===== config.mk =====
export PLATFORM = sky130hd
export DESIGN_NAME = wave_capture_flat
export DESIGN_NICKNAME = d
export VERILOG_FILES = /design/src/rtl/wave_capture_if.sv /design/src/rtl/wave_capture.sv /design/src/flat_wrapper.sv
export SDC_FILE = /design/constraint.sdc
export NUM_CORES = 1
export LEC_CHECK = 0
export ABC_AREA = 1
export CAP_MARGIN = 20
export CORE_MARGIN = 1.5
export CORE_UTILIZATION = 30
export CTS_CLUSTER_SIZE = 14
export DETAILED_ROUTE_END_ITERATION = 12
export PLACE_DENSITY = 0.54
export SLEW_MARGIN = 30
export SYNTH_ARGS = -nofsm -noshare
export SYNTH_HDL_FRONTEND = slang
export SYNTH_SLANG_ARGS = --single-unit

===== constraint.sdc =====
create_clock -name clk -period 1.4 [get_ports clk]
set_clock_uncertainty 0.05 [all_clocks]
set_input_delay 0.21 -clock clk [delete_from_list [all_inputs] [get_ports clk]]
set_output_delay 0.21 -clock clk [all_outputs]
set_load 0.01 [all_outputs]

===== src/rtl/wave_capture_if.sv =====
// Sample-stream and RAM-write bundle between the audio front end, wave_capture
// and the waveform display's double-buffered sample RAM.
interface wave_capture_if #(
  parameter int SAMPLE_W = 16
) ();
  logic                new_sample_ready;
  logic [SAMPLE_W-1:0] new_sample_in;
  logic                wave_display_idle;
  logic [8:0]          write_address;
  logic                write_enable;
  logic [7:0]          write_sample;
  logic                read_index;

  modport master (
    output new_sample_ready, new_sample_in, wave_display_idle,
    input  write_address, write_enable, write_sample, read_index
  );

  modport slave (
    input  new_sample_ready, new_sample_in, wave_display_idle,
    output write_address, write_enable, write_sample, read_index
  );
endinterface


===== src/rtl/wave_capture.sv =====
// Captures 256 offset-binary samples after a positive-going zero crossing into
// the idle RAM half, then swaps halves once the display is idle.
// Optional forced trigger on a quiet input: define WAVE_CAPTURE_TIMEOUT_EN.
//
// state  | meaning
// ARMED  | waiting for a positive-going zero crossing (or timeout)
// ACTIVE | writing samples 1..255 of the capture
// WAIT   | capture complete, waiting for the display to go idle to swap
module wave_capture #(
  parameter int SAMPLE_W        = 16,
  parameter int TIMEOUT_SAMPLES = 1024
) (
  input  logic           clk,
  input  logic           reset,
  wave_capture_if.slave  bus
);

  if (SAMPLE_W < 9 || TIMEOUT_SAMPLES < 1) begin : g_param_check
    $error("wave_capture: SAMPLE_W must be >= 9 and TIMEOUT_SAMPLES >= 1");
  end

  typedef enum logic [1:0] {
    S_ARMED  = 2'd0,
    S_ACTIVE = 2'd1,
    S_WAIT   = 2'd2
  } state_e;

  state_e      state_q, state_d;
  logic [7:0]  count_q, count_d;
  logic        write_index_q, write_index_d;
  logic        prev_sign_q, prev_sign_d;
  logic        we_q, we_d;
  logic [8:0]  addr_q, addr_d;
  logic [7:0]  data_q, data_d;

  logic        sample_sign;
  logic        crossing;
  logic        forced;
  logic        trigger;
  logic [7:0]  sample_off;
  logic        unused_low_bits;

  assign sample_sign     = bus.new_sample_in[SAMPLE_W-1];
  assign sample_off      = {~sample_sign, bus.new_sample_in[SAMPLE_W-2 -: 7]};
  assign unused_low_bits = ^bus.new_sample_in[SAMPLE_W-9:0];
  assign crossing        = bus.new_sample_ready && prev_sign_q && !sample_sign;
  assign trigger         = crossing || forced;

`ifdef WAVE_CAPTURE_TIMEOUT_EN
  localparam int TO_W = $clog2(TIMEOUT_SAMPLES) + 1;

  logic [TO_W-1:0] to_cnt_q, to_cnt_d;

  // Counter saturates at TIMEOUT_SAMPLES; the strobe after that forces a trigger.
  assign forced = bus.new_sample_ready && (state_q == S_ARMED) &&
                  (to_cnt_q == TO_W'(TIMEOUT_SAMPLES));

  always_comb begin
    to_cnt_d = to_cnt_q;
    if (state_q != S_ARMED || state_d != S_ARMED) begin
      to_cnt_d = '0;
    end else if (bus.new_sample_ready) begin
      to_cnt_d = to_cnt_q + TO_W'(1);
    end
  end

  always_ff @(posedge clk) begin
    if (reset) begin
      to_cnt_q <= '0;
    end else begin
      to_cnt_q <= to_cnt_d;
    end
  end
`else
  assign forced = 1'b0;
`endif

  always_ff @(posedge clk) begin
    if (reset) begin
      state_q       <= S_ARMED;
      count_q       <= '0;
      write_index_q <= 1'b0;
      prev_sign_q   <= 1'b0;
      we_q          <= 1'b0;
      addr_q        <= '0;
      data_q        <= '0;
    end else begin
      state_q       <= state_d;
      count_q       <= count_d;
      write_index_q <= write_index_d;
      prev_sign_q   <= prev_sign_d;
      we_q          <= we_d;
      addr_q        <= addr_d;
      data_q        <= data_d;
    end
  end

  always_comb begin
    state_d       = state_q;
    count_d       = count_q;
    write_index_d = write_index_q;
    prev_sign_d   = bus.new_sample_ready ? sample_sign : prev_sign_q;
    case (state_q)
      S_ARMED: begin
        if (trigger) begin
          state_d = S_ACTIVE;
          count_d = 8'd1;
        end
      end
      S_ACTIVE: begin
        if (bus.new_sample_ready) begin
          count_d = count_q + 8'd1;
          if (count_q == 8'hFF) begin
            state_d = S_WAIT;
          end
        end
      end
      S_WAIT: begin
        // A trigger coinciding with the swap is dropped; ARMED needs a fresh crossing.
        if (bus.wave_display_idle) begin
          write_index_d = ~write_index_q;
          state_d       = S_ARMED;
        end
      end
      default: begin
        state_d = S_ARMED;
        count_d = '0;
      end
    endcase
  end

  always_comb begin
    we_d   = 1'b0;
    addr_d = addr_q;
    data_d = data_q;
    case (state_q)
      S_ARMED: begin
        if (trigger) begin
          we_d   = 1'b1;
          addr_d = {write_index_q, 8'h00};
          data_d = sample_off;
        end
      end
      S_ACTIVE: begin
        if (bus.new_sample_ready) begin
          we_d   = 1'b1;
          addr_d = {write_index_q, count_q};
          data_d = sample_off;
        end
      end
      default: begin
        we_d = 1'b0;
      end
    endcase
  end

  assign bus.write_enable  = we_q;
  assign bus.write_address = addr_q;
  assign bus.write_sample  = data_q;
  assign bus.read_index    = ~write_index_q;

endmodule


===== src/flat_wrapper.sv =====
// flat-port wrapper written by rule: the top's interface ports become plain ports
module wave_capture_flat 
#(
  parameter int SAMPLE_W        = 16,
  parameter int TIMEOUT_SAMPLES = 1024
)
  (clk, reset, bus_new_sample_ready, bus_new_sample_in, bus_wave_display_idle, bus_write_address, bus_write_enable, bus_write_sample, bus_read_index);
  wave_capture_if #(.SAMPLE_W(SAMPLE_W)) bus_i ();
  input  logic clk;
  input  logic reset;
  input wire logic [$bits(bus_i.new_sample_ready)-1:0] bus_new_sample_ready;
  input wire logic [$bits(bus_i.new_sample_in)-1:0] bus_new_sample_in;
  input wire logic [$bits(bus_i.wave_display_idle)-1:0] bus_wave_display_idle;
  output wire logic [$bits(bus_i.write_address)-1:0] bus_write_address;
  output wire logic [$bits(bus_i.write_enable)-1:0] bus_write_enable;
  output wire logic [$bits(bus_i.write_sample)-1:0] bus_write_sample;
  output wire logic [$bits(bus_i.read_index)-1:0] bus_read_index;
  assign bus_i.new_sample_ready = bus_new_sample_ready;
  assign bus_i.new_sample_in = bus_new_sample_in;
  assign bus_i.wave_display_idle = bus_wave_display_idle;
  assign bus_write_address = bus_i.write_address;
  assign bus_write_enable = bus_i.write_enable;
  assign bus_write_sample = bus_i.write_sample;
  assign bus_read_index = bus_i.read_index;
  wave_capture #(.SAMPLE_W(SAMPLE_W), .TIMEOUT_SAMPLES(TIMEOUT_SAMPLES)) u_core (.clk(clk), .reset(reset), .bus(bus_i));
endmodule

# ---- Word level (Yosys, flattened, before mapping)
# Index checks and enable logic that the tools add are counted.
dict set report totals {
  ff_bits 30
  latchBits 0
  ram_bits 0
  mem_bits_ro 0
  in_bits 20
  output_inout_bits 19
  elab_cells 44
  n_memories 0
}
dict set report op_classes {
  addsub 1
  multipliers 0
  n_div 0
  magnitude_cmp 0
  eq_ne 7
  shift 0
  n_mux 17
  bitwise 3
  reduce_logical 9
}
# cell n
set op_table {}
lappend op_table {{$mux W8} 4}
lappend op_table {{$pmux W8 S3} 1}
lappend op_table {{$mux W9} 2}
lappend op_table {{$pmux W9 S2} 1}
lappend op_table {{$pmux W8 S2} 1}
lappend op_table {{$add A8 B1 Y8 const B} 1}
lappend op_table {{$eq A8 B8 Y1 const B} 1}
lappend op_table {{$mux W2} 4}
lappend op_table {{$pmux W2 S3} 1}
lappend op_table {{$reduce_and A3 Y1} 2}
lappend op_table {{$ne A2 B1 Y1 const B} 2}
lappend op_table {{$ne A2 B2 Y1 const B} 2}
lappend op_table {{$reduce_and A4 Y1} 1}
lappend op_table {{$not A1 Y1} 3}
lappend op_table {{$eq A2 B1 Y1 const B} 1}
lappend op_table {{$eq A2 B2 Y1 const B} 1}
lappend op_table {{$logic_and A1 B1 Y1} 2}
lappend op_table {{$logic_not A2 Y1} 1}
lappend op_table {{$mux W1} 2}
lappend op_table {{$pmux W1 S2} 1}
lappend op_table {{$reduce_and A2 Y1} 1}
lappend op_table {{$reduce_bool A2 Y1} 1}
lappend op_table {{$logic_not A1 Y1} 1}

# ---- Longest topological paths before layout
dict set report depth {
  ltp_word 4
  mapped_depth 9
  depth_no_buf 9
}

# ---- Worst setup path after synthesis
# Ideal clock, no wire load.
dict set report synth_path {
  path_kind {register to register}
  from {reg u_core.state_q[1]}
  to {reg u_core.data_q[0], in the netlist u_core.bus.write_sample[0]}
  setup_time_ns 0.116
  arrival_time_ns 1.071
  required_ns 1.234
  path_slack_ns 0.163
  path_stages_with_launch 7
  path_buffers 1
  period_less_slack_ns 1.237
  path_cell_list {dfxtp_1 nor2_1 nand2_2 nand3_2 buf_6 nor2_1 nor2_1}
}
dict set report synth_via {
  elab_chain_cells 3
}
# element line
set synth_lines {}
lappend synth_lines {{start, declared} wave_capture.sv:28} ;# state_e state_q, state_d;
lappend synth_lines {{start signal, assigned} wave_capture.sv:88} ;# state_q <= state_d;
lappend synth_lines {{$eq A2 B1 Y1 or $logic_not A2 Y1 (tied branches)} wave_capture.sv:136} ;# case (state_q)
lappend synth_lines {{$ne A2 B2 Y1 (no line), or another cell as far along} --}
lappend synth_lines {{$reduce_and A3 Y1 (no line)} --}
lappend synth_lines {{end signal, assigned} wave_capture.sv:94} ;# data_q <= data_d;
lappend synth_lines {{end, declared} wave_capture.sv:34} ;# logic [7:0] data_q, data_d;
# Parallel ways exist; a longest one is shown, timed or not.
# A chain may end at the register's enable or synchronous reset.

# ---- Final worst setup path
dict set report layout_path {
  from {in bus_new_sample_in[15]}
  to {reg u_core.count_q[5]}
}
dict set report layout_via {
  elab_chain_cells 4
}
# element line
set layout_lines {}
lappend layout_lines {{start, declared} flat_wrapper.sv:12} ;# input wire logic [$bits(bus_i.new_sample_in)-1:0] bus_new_sample_in;
lappend layout_lines {{$logic_not A1 Y1} wave_capture.sv:46} ;# assign crossing = bus.new_sample_ready && prev_sign_q && !sample_sign;
lappend layout_lines {{$logic_and A1 B1 Y1} wave_capture.sv:46}
lappend layout_lines {{$ne A2 B1 Y1 (no line)} --}
lappend layout_lines {{$reduce_and A3 Y1 (no line)} --}
lappend layout_lines {{end signal, assigned} wave_capture.sv:89} ;# count_q <= count_d;
lappend layout_lines {{end, declared} wave_capture.sv:29} ;# logic [7:0] count_q, count_d;
# No other way between the ends.

==> qor.txt <==
Final Wtd Congestion = 0.764
WL final = 3.06 mm
critical-path cell list = clkdlybuf4s50_1 > inv_2 > nand3_1 > nand2_2 > buf_4 > nand4_1 > nand2_1 > nand2_1 > nor2_1
Sw Ratio = 20.4%
sequential power share = 40.7%
drt pass-1 iters = 4
final instance area = 1920 um2
post-detailed-placement cell area = 1770 um2
global-route wire length before repair = 5.01 mm
Syn Nets = 199
beginning of the worst hold path = bus_new_sample_ready
area of the mapped netlist = 1300 um2
GRT overflow = 0
CTS max path bufs = 2
PortBufs = 30
power density over the cells = 1130 nW/um2
Synth Area per Inst = 7.30 um2
number of buffers created by CTS = 5
Ant. Diodes = 0
Post-synth top cells = nand2_1, dfxtp_1, nor2_1, inv_1
worst ir drop on vdd = 0.481 mV
Synth area leader = dfxtp_1
Initial Utilization = 31.8%
worst slew pin tran = 0.229 ns
min cycle time layout = 1.27 ns
Die X = 68.8 um
grt met3 use = 5.03%
crit path max fanout = 4
die area = 4740 um2
CTS Root Cell = clkbuf_8
max incr delay on CP = 0.44 ns
Post-Place Worst Slack = -0.206 ns
num rows = 23
combinational share of power = 8.8%
postcts setup bufs = 0
Setup crit start = bus_new_sample_in[15]
Internal = 1.73 mW
Worst Slack Setup Final = 0.131 ns
CTS H-tree lvls = 2
r2r setup slk = 0.14 ns
Post-Synthesis Cells = 178
ANT nets after route = 0
CTS tree = done
status = complete, no violations
worst r2r src = u_core.count_q[0]$_SDFFE_PP0P_
Reg clk slew, reported paths = 0.07 ns
CP endpoint kind = flop
TNS Setup = 0 ns
slowest CP cell = clkdlybuf4s50_1
prevailing post-synth register cell = dfxtp_1
met2 usage = 21.6%
Worst Path Arrival = 1.45 ns
core area = 4090 um2
YS warnings = 0
synth-to-layout area growth = 47.9%
MaxCap Viol Count = 0
layout cells sized above 1 = 18.3%
EDFF count, synth = 0
later-pin clock latency in the skew report = 0.28 ns
Psw = 0.443 mW
wire per inst = 11.0 um
CTS Sinks = 30
Final period util = 90.7%
Most Crowded Layer GR = met2
antenna violations before repair = 0
largest net degree at the start of global routing = 11
Post-synth ARST share = 0%
Achievable Freq = 788 MHz
post-route DRC violation count = 0
register area share after synthesis = 46.2%
Clock Power Share = 50.5%
Slew headroom = 84.6%
vias per cell = 4.45
final net count = 249
Leakage = 0.908 nW
final non-filler cell total = 279
CP required = 1.58 ns
HP Class = in2reg
grt met1 use = 18.8%
Top Ports = 39
Vert. Die Dim = 68.8 um
WHS = 0.307 ns
top cells by area, synth = dfxtp_1, nand2_1, nor2_1
total power = 2.17 mW
count leader, synth = nand2_1
GRT Total Usage = 14.4%
worst setup path class = in2reg
number of global-route vias before repair = 1118
Fin. Hold Viols = 0
share of the synthesized area in the top cell type = 46.2%
HPWL after DPL = 2.20 mm
Setup crit start kind = input pin
final setup fails = 0
vias post-DR = 1242
placed cells = 271
crit-path most repeated cell = nand2_1
Slew Limit Fails = 0
Core Util, Final = 47.1%
Synth Register Bits = 30
DR iter-0 viols = 45
synth unique cells = 22
RSZ-0062 raised after global routing = true
[cells by family after synthesis]
| family | count (synthesis) | synth area share (%) |
|---|---|---|
| AO/OA/AOI/OAI | 29 | 11.5 |
| adder cells (fa/ha/maj) | 1 | 0.962 |
| buffers and inverters | 24 | 7.99 |
| flip-flops | 30 | 46.2 |
| AND/OR/NAND/NOR | 94 | 33.4 |
[state kept, by name, indices dropped and copies added, names as in the netlist]
signal and cells:
u_core.bus.write_address 9, u_core.bus.write_enable 1, u_core.bus.write_sample 8, u_core.count_q 8
u_core.prev_sign_q 1, u_core.state_q 2, u_core.write_index_q 1
[power groups by stage]
stage	clock network (mW)	logic [mW]	registers (mW)
2_1_floorplan	0	0.0774	0.910
3_3_place_gp	0	0.198	0.903
3_5_place_dp	0	0.198	0.903
4_1_cts	1.12	0.193	0.883
5_1_grt	1.16	0.212	0.886
6_report	1.10	0.192	0.884
[final cells by class]
class                      instances  area [um2]
clock buffer                       6        82.6
clock inverter                     2        60.1
inverter                          19        71.3
multi-input combinational        124         613
fill                             443        2160
sequential                        30         604
tap                               50        62.6
timing repair buffer              48         429
[worst paths after layout]
path         cells past startpoint                                        to
max                              9            u_core.count_q[5]$_SDFFE_PP0P_
min                              3           u_core.prev_sign_q$_SDFFE_PP0P_
max reg2reg                      8            u_core.state_q[0]$_SDFFE_PP0P_
min reg2reg                      2  u_core.bus.write_address[4]$_SDFFE_PP0P_
[worst max-delay path, delay by kind of cell]
kind / cells / cell delay, ns
buf+inv: 3 / 0.67
simple gates: 6 / 0.57
[layer usage]
metal	vias to the layer above	wire, um
met5	-	0
met2	27	1320
met4	0	59
li1	678	-
met1	532	1510
met3	5	169
[timing repair]
| item | CTS | global route |
|---|---|---|
| pin swaps | 0 | 2 |
| setup endpoints to repair | 15 | 25 |
| resized for setup | 15 | 14 |
| hold buffers | 0 | 0 |
[placed cells by master, fill, tap and decap left out]
cell	Yosys	routed
dlymetal6s2s_1	0	5
inv_2	2	3
ha_2	0	1
buf_4	1	18
nand4_1	5	5
dfxtp_2	0	3
nand3_1	16	16
nand2_1	36	35
bufinv_16	0	2
o21ai_1	4	4
a21oi_1	7	7
dlygate4sd2_1	0	15
nand2_2	2	3
nor2_4	1	1
nor2_2	0	2
o21ai_0	16	16
inv_1	17	16
nor3_1	2	2
nor2_1	29	27
dfxtp_1	30	27
clkdlybuf4s50_1	0	10
a31oi_1	1	1
a211oi_1	1	1
clkbuf_8	0	6
nand3_4	2	3
No activity file was read; power rests on OpenSTA's default activity.
